$ cat src/rtl/tdc_pkg.sv
// tdc_pkg: shared FSM states, result-word field offsets and width helper for the TDC capture block
package tdc_pkg;
    typedef enum logic [1:0] {IDLE, ARMED, ENCODE, DONE} state_t;
    localparam int VALID_BIT = 31;
    localparam int COARSE_LSB = 8;
    localparam int FINE_LSB = 0;
    function automatic int clog2_min1(input int n);
        return n > 1 ? $clog2(n) : 1;
    endfunction
endpackage

$ cat src/rtl/tdc_therm_encoder.sv
// tdc_therm_encoder: bubble-tolerant thermometer-to-binary fine code (ones count)
module tdc_therm_encoder #(
    parameter int N_DELAY = 32,
    parameter int FW = 6
) (
    input  logic [N_DELAY-1:0] taps,
    output logic [FW-1:0]      fine
);
    always_comb begin
        fine = '0;
        for (int i = 0; i < N_DELAY; i++) fine = fine + FW'(taps[i]);
    end
endmodule

$ cat src/rtl/tdc_multi_capture.sv
// tdc_multi_capture: multi-channel TDC arm/capture/encode controller with byte-wide result readout
module tdc_multi_capture import tdc_pkg::*; #(
    parameter int N_CH = 4,
    parameter int N_DELAY = 32,
    parameter int COARSE_W = 16,
    parameter int TIMEOUT = 255
) (
    input  logic                         clk,
    input  logic                         rst_n,
    input  logic                         arm,
    input  logic [N_CH-1:0]              hit_in,
    input  logic [N_CH*N_DELAY-1:0]      therm_in,
    input  logic [clog2_min1(N_CH)-1:0]  rd_ch,
    input  logic [1:0]                   rd_byte,
    output logic [7:0]                   data_out,
    output logic                         busy,
    output logic                         done,
    output logic                         timeout
);
    localparam int CW = clog2_min1(N_CH);
    localparam int FW = $clog2(N_DELAY + 1);

    state_t state, state_nx;
    logic [N_CH-1:0] hit_s1, hit_s2, hit_s3, valid, cap;
    logic [COARSE_W-1:0] coarse;
    logic [COARSE_W-1:0] coarse_q [N_CH];
    logic [FW-1:0] fine_c [N_CH];
    logic [FW-1:0] fine_q [N_CH];
    logic [31:0] words [N_CH];
    logic [CW-1:0] idx;
    logic start, at_limit;

    assign cap = (state == ARMED) ? (hit_s2 & ~hit_s3 & ~valid) : '0;
    assign start = arm && (state == IDLE || state == DONE);
    assign at_limit = coarse == COARSE_W'(TIMEOUT);
    assign busy = state == ARMED || state == ENCODE;
    assign done = state == DONE;
    assign data_out = int'(rd_ch) < N_CH ? words[rd_ch][{rd_byte, 3'b000} +: 8] : 8'h00;

    // the fine code is taken at capture time, so only the encoded count is stored per channel
    genvar c;
    generate
        for (c = 0; c < N_CH; c++) begin : g_enc
            tdc_therm_encoder #(.N_DELAY(N_DELAY), .FW(FW)) u_enc (
                .taps(therm_in[c*N_DELAY +: N_DELAY]),
                .fine(fine_c[c])
            );
        end
    endgenerate

    always_comb begin
        state_nx = state;
        unique case (state)
            IDLE, DONE: state_nx = arm ? ARMED : state;
            ARMED:      state_nx = (&valid || at_limit) ? ENCODE : ARMED;
            ENCODE:     state_nx = idx == CW'(N_CH - 1) ? DONE : ENCODE;
            default:    state_nx = IDLE;
        endcase
    end

    always_ff @(posedge clk or posedge rst_n) begin
        if (rst_n) begin
            state <= IDLE;
            {hit_s1, hit_s2, hit_s3, valid} <= '0;
            coarse <= '0;
            timeout <= 1'b0;
            idx <= '0;
            for (int i = 0; i < N_CH; i++) begin
                coarse_q[i] <= '0;
                fine_q[i] <= '0;
                words[i] <= '0;
            end
        end else begin
            state <= state_nx;
            hit_s1 <= hit_in;
            hit_s2 <= hit_s1;
            hit_s3 <= hit_s2;
            if (start) begin
                coarse <= '0;
                valid <= '0;
                timeout <= 1'b0;
                idx <= '0;
                for (int i = 0; i < N_CH; i++) begin
                    coarse_q[i] <= '0;
                    fine_q[i] <= '0;
                    words[i] <= '0;
                end
            end else if (state == ARMED) begin
                coarse <= at_limit ? coarse : coarse + 1'b1;
                valid <= valid | cap;
                if (at_limit) timeout <= 1'b1;
                for (int i = 0; i < N_CH; i++) begin
                    if (cap[i]) begin
                        coarse_q[i] <= coarse;
                        fine_q[i] <= fine_c[i];
                    end
                end
            end else if (state == ENCODE) begin
                words[idx] <= valid[idx] ? ((32'(1) << VALID_BIT) | (32'(coarse_q[idx]) << COARSE_LSB)
                                            | (32'(fine_q[idx]) << FINE_LSB)) : '0;
                idx <= idx + 1'b1;
            end
        end
    end
endmodule

$ cat config.mk
export PLATFORM = sky130hd
export DESIGN_NAME = tdc_multi_capture
export DESIGN_NICKNAME = d
export VERILOG_FILES = /design/src/rtl/tdc_pkg.sv /design/src/rtl/tdc_therm_encoder.sv /design/src/rtl/tdc_multi_capture.sv
export SDC_FILE = /design/constraint.sdc
export NUM_CORES = 1
export LEC_CHECK = 0
export ABC_CLOCK_PERIOD_IN_PS = 21000
export CORE_ASPECT_RATIO = 0.9
export CORE_MARGIN = 10
export CORE_UTILIZATION = 62
export DETAILED_ROUTE_END_ITERATION = 8
export GPL_TIMING_DRIVEN = 0
export PLACE_DENSITY = 0.87
export SKIP_CTS_REPAIR_TIMING = 1
export SLEW_MARGIN = 30
export SYNTH_ARGS = -nofsm -noshare
export SYNTH_HDL_FRONTEND = slang
export SYNTH_HIERARCHICAL = 1
export SYNTH_SLANG_ARGS = --single-unit
$ cat constraint.sdc
create_clock -name clk -period 21 [get_ports clk]
set_clock_uncertainty 0.2 [all_clocks]
set_input_delay 3.15 -clock clk [delete_from_list [all_inputs] [get_ports clk]]
set_output_delay 3.15 -clock clk [all_outputs]
set_load 0.02 [all_outputs]
# == After elaboration in Yosys (flattened, before gate mapping) ==
# Cells that the tools add are included.
# totals
regBits,253
input_bits,139
output_inout_bits,11
word_cells,235
# classes
n_addsub,126
magnitude_cmp,4
n_eq_ne,8
shift,1
muxes,46
bitwise,8
reduce_logical,22
# ops
op,n
$add 6x1->6,120
$mux 128,3
$mux 16,9
$bwmux 128,1
$mux 32,4
$mux 64,2
$bmux 32 s2,1
$demux 32 s2,1
$mux 24,2
$mux 6,6
$bmux 16 s2,1
$or 32x6->32,1
$shiftx 32x6->8,1
$add 16x1->16 const B,1
$eq 16x8->1 const B,1
$reduce_and 2->1,7
$reduce_bool 2->1,7
$bmux 6 s2,1
$mux 4,3
$mux 2,5
$add 1x1->2,4
$and 4x4->4,2
$not 4->4,2
$eq 2x2->1 const B,3
16 further kinds,27

# == Depth between registers and ports, before layout ==
# logic_depth
word_depth,34
ltp_mapped,18
ltp_nobuf,18

# == Cells and area by module ==
# The synthesis kept the hierarchy.
# by_module_without_submodules
module,instances,cells_per_inst,area_each_um2,seq_area_each_um2
tdc_multi_capture,1,860,9859.5,5430.2
tdc_therm_encoder (g_enc[1].u_enc ...),3,71,750.7,0.0
tdc_therm_encoder (g_enc[0].u_enc),1,73,758.2,0.0

# == Least setup slack after synthesis ==
# Ideal clock, no wire load.
# synth_path
kind,input-to-output
from,input rd_ch[0]
to,output data_out[1]
t_arrival_ns,4.548
required_time_ns,17.650
setup_slack_ns,13.102
path_stages,5
path_buffers,2
cell_sequence,clkbuf_1 > buf_2 > mux4_2 > mux2i_1 > o22ai_1
# synth_via
elab_chain_cells,5
# synth_lines
element,line_no,source
from (decl),tdc_multi_capture.sv:13,"input logic [clog2_min1(N_CH)-1:0] rd_ch,"
$not 2->3 (not written as such),tdc_multi_capture.sv:38,"assign data_out = int'(rd_ch) < N_CH ? words[rd_ch][{rd_byte, 3'b000} +: 8] : 8'h00;"
$bmux 32 s2,tdc_multi_capture.sv:38,
$mux 32 (not written as such) (2 in a row),tdc_multi_capture.sv:38,
$shiftx 32x6->8,tdc_multi_capture.sv:38,
to (decl),tdc_multi_capture.sv:15,"output logic [7:0] data_out,"
# No other way between the ends. The select of a mux whose other input is x is not followed.

# == Worst setup path after layout ==
# layout_path
from,input rd_ch[1]
to,output data_out[3]
# The elaborated chain is that of the path after synthesis.

==> flow_summary_export.csv <==
group,metric,value,unit
route,drt_first_iter_violations,1150,
cells_and_area,drive_above_1_share,10.5,%
worst_setup_path,crit_chain,"clkdlybuf4s50_1 -> clkbuf_1 -> mux4_2 -> mux2i_1 -> o22ai_1 -> clkdlybuf4s50_1",
flow_run,maxCapViolations,0,
yosys,synth_async_sr_flop_share,100,%
clocking,htreeDepth,1,
worst_setup_path,worstRegToRegCells,8,
timing,setup_viol,0,
pwr,p_leak,7.07,nW
die,die_w,172,um
timing,rsz0062_at_grt,"false",
timing,worst_pin_slew,737,ps
timing,finalHoldViolations,0,
route,routed_wl,33900,um
worst_setup_path,crit_required,17650,ps
worst_setup_path,path_class,"input port to output port",
yosys,yosysUniqueCellTypes,52,
yosys,yosys_warnings,6,
yosys,synth_nets,1417,
placed_design,io_buffers,146,
worst_setup_path,max_stage_delay,660,ps
clocking,cts_tree,"done",
global_route,grt_max_degree,96,
clocking,clk_latency,500,ps
die,die_area,0.0269,sq mm
die,initial_utilization,63.8,%
route,vias_per_cell,6.15,
cells_and_area,area_delta_synth_final,20.3,%
clocking,cts_made_buffers,22,
yosys,synth_ff_type,"dfrtp_1",
route,vias,9766,
global_route,grt-ovfl-total,0,
die,core,0.0202,sq mm
worst_setup_path,critPathMostFrequentCell,"clkdlybuf4s50_1",
outcome,status,"completed",
yosys,synth_area_leaders,"dfrtp_1 (42%), fa_1 (15%), mux4_2 (8.0%)",
yosys,syn_area_per_cell,11.2,sq um
pwr,power.density,125,mW/mm^2
clocking,cts_num_sinks,217,
worst_setup_path,critical_path.top_delay_family,"buffers and inverters",
pwr,peakVddDrop,0.0000890,V
placed_design,place.gp.congestion,0.897,
yosys,synth_edf_count,0,
worst_setup_path,crit_path_start_kind,"input port",
worst_setup_path,crit_arrival,5750,ps
pwr,total_power,1.93,mW
die,row_count,49,
yosys,synth_area,0.0129,sq mm
worst_setup_path,cp_max_fo,10,
timing,timing.fmax,110,MHz
worst_hold_path,min_path_type,"register to register",
yosys,synth.largest_area_cell,"dfrtp_1",
timing,fin_setup_tns,0,ps
worst_setup_path,crit_cells,6,
timing,period_needed,9100,ps
route,wire_per_inst,21.3,um
route,ant_nets,0,
worst_setup_path,path_buf_inv,3,
global_route,grt_pass1_wl,55700,um
global_route,grt_pass1_vias,10700,
worst_hold_path,min_path_cells,0,
timing,max_slew_margin,50.8,%
yosys,syn_inst,1146,
die,io_pins,150,
cells_and_area,fin_util,76.8,%
clocking,clk_pin_slew,60,ps
timing,finalCritPeriodShare,43.3,%
cells_and_area,n_antenna_cell,0,
timing,drv_slew,0,
placed_design,dp_hpwl,25000,um
clocking,cts-root-buf,"clkbuf_16",
yosys,yosysTopAreaCellShare,42.2,%
global_route,antenna_found_initial,0,
yosys,synth-seq-area-share,42.2,%
worst_setup_path,critPathCaptureType,"output port",
global_route,grt_usage,26.1,%
route,drc_errors,0,
cells_and_area,final_nets,1589,
clocking,clk_path_buf_depth,3,
worst_setup_path,crit_slowest_cell,"clkdlybuf4s50_1",
yosys,synth_seq_cells,217,
route,drtPass1Iterations,5,
die,die_h,157,um
registers in the layout (all words and copies together) (netlist names):
signal,count
idx,2
coarse_q,64
fine_q,24
hit_s2,4
words,92
hit_s3,4
valid,4
timeout,1
coarse,16
state,2
hit_s1,4
routing by layer:
layer	routed length [um]	global-route usage, %	vias up
li1	-	-	4231
met5	0	0	-
met3	3180	5.94	88
met1	12500	32.9	4910
met4	877	7.75	0
met2	17300	44.1	537
per-stage QoR:
stage,hold slack (ps),setup slack (ps),area [sq um],instances
6_report,152,11900,15500,1588
5_1_grt,155,11810,15500,1588
4_1_cts,152,11930,15500,1588
3_5_place_dp,135,11940,14700,1549
3_3_place_gp,133,9220,14700,1547
2_1_floorplan,131,11710,12900,1146
cells by family after synthesis:
kind of cell               after synthesis  synth area share (%)
buffers and inverters                  206                  6.85
muxes                                   55                  8.76
and+or+nand+nor                        283                  10.2
AOI/OAI and AO/OA                      239                  12.6
adders and majority gates              132                  18.4
DFF                                    217                  42.2
xor gates and xnor gates                14                 0.953
path summary, 6_finish.rpt:
check | slack [ps] | startpoint | to
setup / recovery | 11900 | rd_ch[1] | data_out[3]
hold / removal | 150 | hit_s1[3] | hit_s2[3]
setup reg to reg | 17620 | idx[1] | words[105]
hold reg to reg | 150 | hit_s1[3] | hit_s2[3]
max in group asynchronous | 16610 | rst_n | coarse[8]
min in group asynchronous | 2810 | rst_n | words[104]
layout make-up:
| cell class | instances | area, sq um |
|---|---|---|
| Sequential cell | 217 | 5430 |
| Tap cell | 255 | 319 |
| Inverter | 128 | 488 |
| Timing Repair Buffer | 148 | 1520 |
| Multi-Input combinational cell | 723 | 6560 |
| Clock inverter | 8 | 140 |
| Buffer | 78 | 402 |
| Fill cell | 1234 | 4680 |
| Clock buffer | 31 | 636 |
cells in the final DEF, fill, tap and decap left out, drive strengths merged, types with 6 or more instances in the layout:
| master | n |
|---|---|
| dfrtp | 217 |
| nand2 | 198 |
| clkdlybuf4s50 | 146 |
| inv | 128 |
| a21oi | 107 |
| fa | 96 |
| a22o | 88 |
| clkbuf | 68 |
| mux4 | 46 |
| buf | 43 |
| ha | 36 |
| nor2 | 23 |
| o21ai | 18 |
| and2 | 9 |
| nand2b | 8 |
| mux2i | 8 |
| a21o | 8 |
| xnor2 | 8 |
| o22ai | 7 |
| nand3 | 7 |
| xor2 | 6 |
synthesized netlist by cell type (2+ instances only):
cell	n
a21o_1	8
xnor2_1	8
and2_1	6
nor2_1	23
buf_2	24
or4b_1	4
nand2b_1	8
clkbuf_1	37
mux4_2	46
nor4b_2	4
inv_1	127
xor2_1	6
fa_1	96
and2_4	3
o21ai_1	7
or4_1	4
a21oi_1	99
dfrtp_1	217
mux2i_1	8
nand3_1	6
or3_1	4
a21oi_2	8
buf_1	6
nand2_1	198
buf_6	10
a22o_1	88
ha_1	36
and4_1	5
o31ai_1	3
o21ai_0	11
and3_1	4
nor4_1	2
nand4_1	5
o22ai_1	7
where the power goes:
part / internal (mW) / switching, mW
sequential: 0.450 / 0.0265
combinational: 0.430 / 0.607
clock: 0.260 / 0.160
total: 1.14 / 0.794
Power figures use the tool's default switching activity.
==> variant 1 (config.mk and constraints unchanged) <==
Re-encode `state_t` (4 states) as one-hot, 4 bits wide.
--- a/src/rtl/tdc_pkg.sv
+++ b/src/rtl/tdc_pkg.sv
@@ -1,5 +1,5 @@
 // tdc_pkg: shared FSM states, result-word field offsets and width helper for the TDC capture block
 package tdc_pkg;
-    typedef enum logic [1:0] {IDLE, ARMED, ENCODE, DONE} state_t;
+    typedef enum logic [3:0] {IDLE = 4'b0001, ARMED = 4'b0010, ENCODE = 4'b0100, DONE = 4'b1000} state_t;
     localparam int VALID_BIT = 31;
     localparam int COARSE_LSB = 8;
Function: same outputs for any inputs over 4 cycles, from zero or initial values and one cycle with rst_n high; so few cycles prove little.
==> variant 1 against the original RTL <==
Sequential cell count rose by 2; highest routed layer unchanged; routed wire length rose by 0.21%; worst setup slack improved by 0.0076 ns; total power fell by 12%; largest cell class unchanged; final area fell by 0.57%; final cell count rose by 0.88%; synthesized area rose by 0.21%; global-route usage fell by 0.60 points; hold slack got worse by 0.0015 ns.
==> variant 1: results (changes against the original RTL) <==
Critical path:
- The delay of the slowest cell on the worst path is 0.61 ns (-0.05 ns).
- The arrival time of data at the critical path endpoint is 5.74 ns (about the same).
- The worst reg2reg path depth is 7 (-1).

Detailed routing:
- The routed metal-1 wire length is 12.6 mm (+0.64%).
- The number of DRC violations after detailed-routing iteration 0 was 1029 (-11%).
- The met3 layer wire length in the routed design is 3.17 mm (about the same).

Min path:
- The start point of the worst min-delay path is hit_s1[0].

Yosys:
- The number of library cell types mapped by synthesis is 47 (-9.6%).
- The synthesized net count came to 1431 (+0.99%).
- After synthesis, the cell types taking the most area are sky130_fd_sc_hd__dfrtp_1 (42%), sky130_fd_sc_hd__fa_1 (15%), sky130_fd_sc_hd__mux4_2 (8.0%).
- The fraction of the yosys area taken by sequential cells is 0.425 (+0.00308).

Place:
- The pre-CTS setup slack was 11.94 ns (+0.00190 ns).
- The HPWL after detailed placement came to 25.1 mm (+0.26%).
- The placed standard-cell area is 14700 um2 (+0.19%).
- The placer congestion estimate is 0.890 (-0.71%).

Clock tree:
- The total CTS buffers came to 21 (-4.5%).

Power:
- The largest vdd supply drop is 0.0879 mV (-1.1%).
- The leakage power of the design came to 7.05 nW (-0.25%).

Finish:
- The final-layout fill cell count came to 1261 (+2.2%).
- The share of final-layout standard cells stronger than drive strength 1 is 0.0995 (-0.00555).
- The final-stage net count came to 1602 (+0.82%).

STA:
- The worst relative slew slack is 0.489 (-0.0194).
- The worst-case setup margin in the final layout is 11.91 ns (+0.00760 ns).

Outcome:
- The flow ran to the end, and the final reports show no timing, DRC or antenna violations.

GRT:
- The routing usage on met2 is 0.427 (-0.0141).
- The number of global-route vias before repair was 10500 (-1.7%).
- The pin count of the biggest net entering global routing is 97 (+1.0%).
-- variant 1: report_power, final --
part | internal [mW] | switching [mW]
Sequential | 0.445 | 0.0216
Clock | 0.208 | 0.162
Combinational | 0.377 | 0.495
Total | 1.03 | 0.678
-- variant 1: kinds of logic (layout without fill, tap and decap cells) --
family	count (synthesis)	in the layout	share of synthesized area
and+or+nand+nor	301	301	0.103
AOI/OAI and AO/OA	227	227	0.121
DFF	219	219	0.425
buffers and inverters	210	394	0.0665
adders and majority gates	129	129	0.181
muxes	62	62	0.0928
xor gates and xnor gates	15	15	0.0102
-- variant 1: layout make-up --
class	count	area (um2)	share of cell area
inverters	127	484	0.0314
multi-input cells	734	6570	0.426
clock buffers	29	586	0.0380
well taps	255	319	0.0207
repair buffers	148	1520	0.0985
plain buffers	83	380	0.0247
flip-flops and latches	219	5480	0.356
clock inverters	7	68.8	0.00447
-- variant 1: worst max-delay path: cells and delay by family --
kind	cells	cell delay [ns]
buf+inv	3	1.78
mux	2	0.67
compound gates	1	0.13
==> variant 2 (same settings) <==
Without the edit above. `N_DELAY` is set to 32 in 2 places; all go to 16.
--- a/src/rtl/tdc_therm_encoder.sv
+++ b/src/rtl/tdc_therm_encoder.sv
@@ -1,5 +1,5 @@
 // tdc_therm_encoder: bubble-tolerant thermometer-to-binary fine code (ones count)
 module tdc_therm_encoder #(
-    parameter int N_DELAY = 32,
+    parameter int N_DELAY = 16,
     parameter int FW = 6
 ) (
--- a/src/rtl/tdc_multi_capture.sv
+++ b/src/rtl/tdc_multi_capture.sv
@@ -2,5 +2,5 @@
 module tdc_multi_capture import tdc_pkg::*; #(
     parameter int N_CH = 4,
-    parameter int N_DELAY = 32,
+    parameter int N_DELAY = 16,
     parameter int COARSE_W = 16,
     parameter int TIMEOUT = 255
Interface: changed (resized therm_in); port bits go from 150 to 86. No check against the original RTL was run, so the function may have changed too.
==> variant 2 against the original RTL <==
Register-to-register slack improved by 0.27 ns; via count fell by 13%; sequential cell count fell by 8; final area fell by 16%; worst setup slack improved by 0.11 ns; synthesized cell count fell by 12%; die area fell by 12%; routed wire length fell by 17%; maximum frequency rose by 1.3%; synthesized area fell by 14%; largest cell class is now flip-flops and latches.
Power is not compared: it rests on default switching activity, and its combinational part moved more than twofold at a synthesized area within 25%.
==> variant 2: results (changes against the original RTL) <==
Outcome:
- The flow ran to the end, and the final reports show no timing, DRC or antenna violations.

GRT:
- The number of global-route vias before repair is 8833 (-17%).
- The wire length of the first global-routing pass is 46.1 mm (-17%).
- The global router's overall resource usage is 0.240 (-0.0207).
- The pin count of the biggest net entering global routing is 98 (+2.1%).
- The initial antenna violation count is 0 (unchanged).

Detailed routing:
- The number of detailed-route iterations in the first pass is 8 (+3).
- The via count normalized by instance count is 6.15 (about the same).
- The number of DRC violations after detailed-routing iteration 0 came to 766 (-33%).
- The via count of the routed design is 8463 (-13%).
- The wire length per cell after detailed routing came to 20.4 um (-4.3%).

Finish:
- In the final layout, the registers with the most flip-flops are words (88), coarse_q (64), fine_q (20).
- The share of final-layout standard cells stronger than drive strength 1 came to 0.108 (+0.00325).
- The count of inserted antenna diode cells is 0 (unchanged).

Critical path:
- The largest fanout on the critical path is 10 (unchanged).
- The delay of the slowest cell on the worst path is 0.63 ns (-0.03 ns).
- The arrival time of data at the critical path endpoint was 5.64 ns (-0.11 ns).
- The standard cell with the maximum stage delay on the critical path is sky130_fd_sc_hd__clkbuf_1.

Clock tree:
- The total CTS buffers is 22 (unchanged).
- The depth of the CTS H-tree is 1 (unchanged).
- The clock-pin slew reported for the worst setup and hold paths after clock tree synthesis is 0.06 ns (about the same).
- The later pin in the worst-skew pair is clocked with a latency of 0.51 ns.

Yosys:
- The gate count after technology mapping is 1010 (-12%).
- The share of flip-flops with an asynchronous set or reset came to 1.00 (unchanged).
- The synthesized net count is 1153 (-19%).
- The number of library cell types mapped by synthesis is 54 (+3.8%).
- The fraction of the yosys area taken by sequential cells is 0.473 (+0.0513).
- The yosys synthesis warning count is 6 (unchanged).
- In the synthesized netlist, the cells that appear most often are sky130_fd_sc_hd__dfrtp_1 (209), sky130_fd_sc_hd__nand2_1 (183), sky130_fd_sc_hd__inv_1 (111), sky130_fd_sc_hd__a21oi_1 (92), sky130_fd_sc_hd__a22o_1 (87).
- Yosys attributes the largest share of cell area to sky130_fd_sc_hd__dfrtp_1 (47%), sky130_fd_sc_hd__mux4_2 (9.0%), sky130_fd_sc_hd__fa_1 (7.2%).

Power:
- The largest vdd supply drop is 0.0912 mV.
- The leakage power of the design is between 6 and 7 nW.

Place:
- The cell total after placement is 1336 (-14%).
- The placer congestion estimate was 0.882 (-1.6%).
- The number of I/O port buffers is 84 (-42%).
- The HPWL after detailed placement is 19.6 mm (-21%).

Min path:
- The min-delay analysis places its worst path in the category reg -> reg.

STA:
- The slew of the pin with the lowest slew margin is 0.899 ns (+0.162 ns).
==> variant 2: changes by cell type in the layout (fill, tap and decap cells not counted), sizes merged, moves of 5 or more <==
cell	change
o22ai	-7
nor2b	+6
clkdlybuf4s50	-62
nand2	-15
ha	-8
a21oi	-7
dfrtp	-8
nor2	-10
nand2b	-5
buf	-15
xor2	-6
inv	-16
fa	-56
clkbuf	+10
==> variant 2: through the flow <==
stage          hold WS (ns)  worst slack, ns  area (um2)
2_1_floorplan         0.131            11.94       11100
4_1_cts               0.154            12.03       13000
5_1_grt               0.162            11.89       13000
3_5_place_dp          0.136            12.06       12300
3_3_place_gp          0.133             9.63       12200
6_report              0.152            12.01       13000
==> variant 2: power by group <==
group	internal [mW]	total, mW	switching (mW)
combinational	0.166	0.446	0.280
clock	0.258	0.415	0.157
sequential	0.440	0.472	0.0318
==> variant 2: layer usage <==
layer | global-route usage | up-vias | wire length [um]
li1 | - | 3688 | -
met1 | 0.307 | 4256 | 10700
met2 | 0.400 | 435 | 14100
met3 | 0.0537 | 84 | 2540
met4 | 0.0764 | 0 | 753
met5 | 0 | - | 0
==> variant 2: cells by family (layout without fill, tap and decap cells) <==
kind of cell,after synthesis,in the layout,share of synthesized area
simple gates,258,258,0.108
compound gates,232,232,0.145
flops,209,209,0.473
buf+inv,182,308,0.0655
fa+ha+maj,68,68,0.104
mux,51,51,0.0961
xor+xnor,10,10,0.00792
==> variant 2: layout make-up <==
class | count | area (um2)
repair buffers | 86 | 896
clock buffers | 34 | 677
flip-flops and latches | 209 | 5230
inverters | 112 | 428
clock inverters | 6 | 105
multi-input cells | 619 | 5100
fillers | 1121 | 4520
plain buffers | 70 | 304
well taps | 240 | 300
==> variant 2: worst paths after layout <==
| check | start | to | slack, ns | cells past startpoint |
|---|---|---|---|---|
| setup / recovery | rd_ch[1] | data_out[0] | 12.01 | 6 |
| hold / removal | hit_s1[3] | hit_s2[3] | 0.15 | 0 |
| setup reg to reg | idx[1] | words[77] | 17.89 | 8 |
| hold reg to reg | hit_s1[3] | hit_s2[3] | 0.15 | 0 |
| max in group asynchronous | rst_n | coarse_q[58] | 16.65 | 4 |
| min in group asynchronous | rst_n | words[106] | 2.80 | 2 |
==> variant 2: worst max-delay path, delay by kind of cell <==
kind / cells / cell delay, ns
buffers and inverters: 3 / 1.74
AOI/OAI and AO/OA: 1 / 0.09
muxes: 2 / 0.65
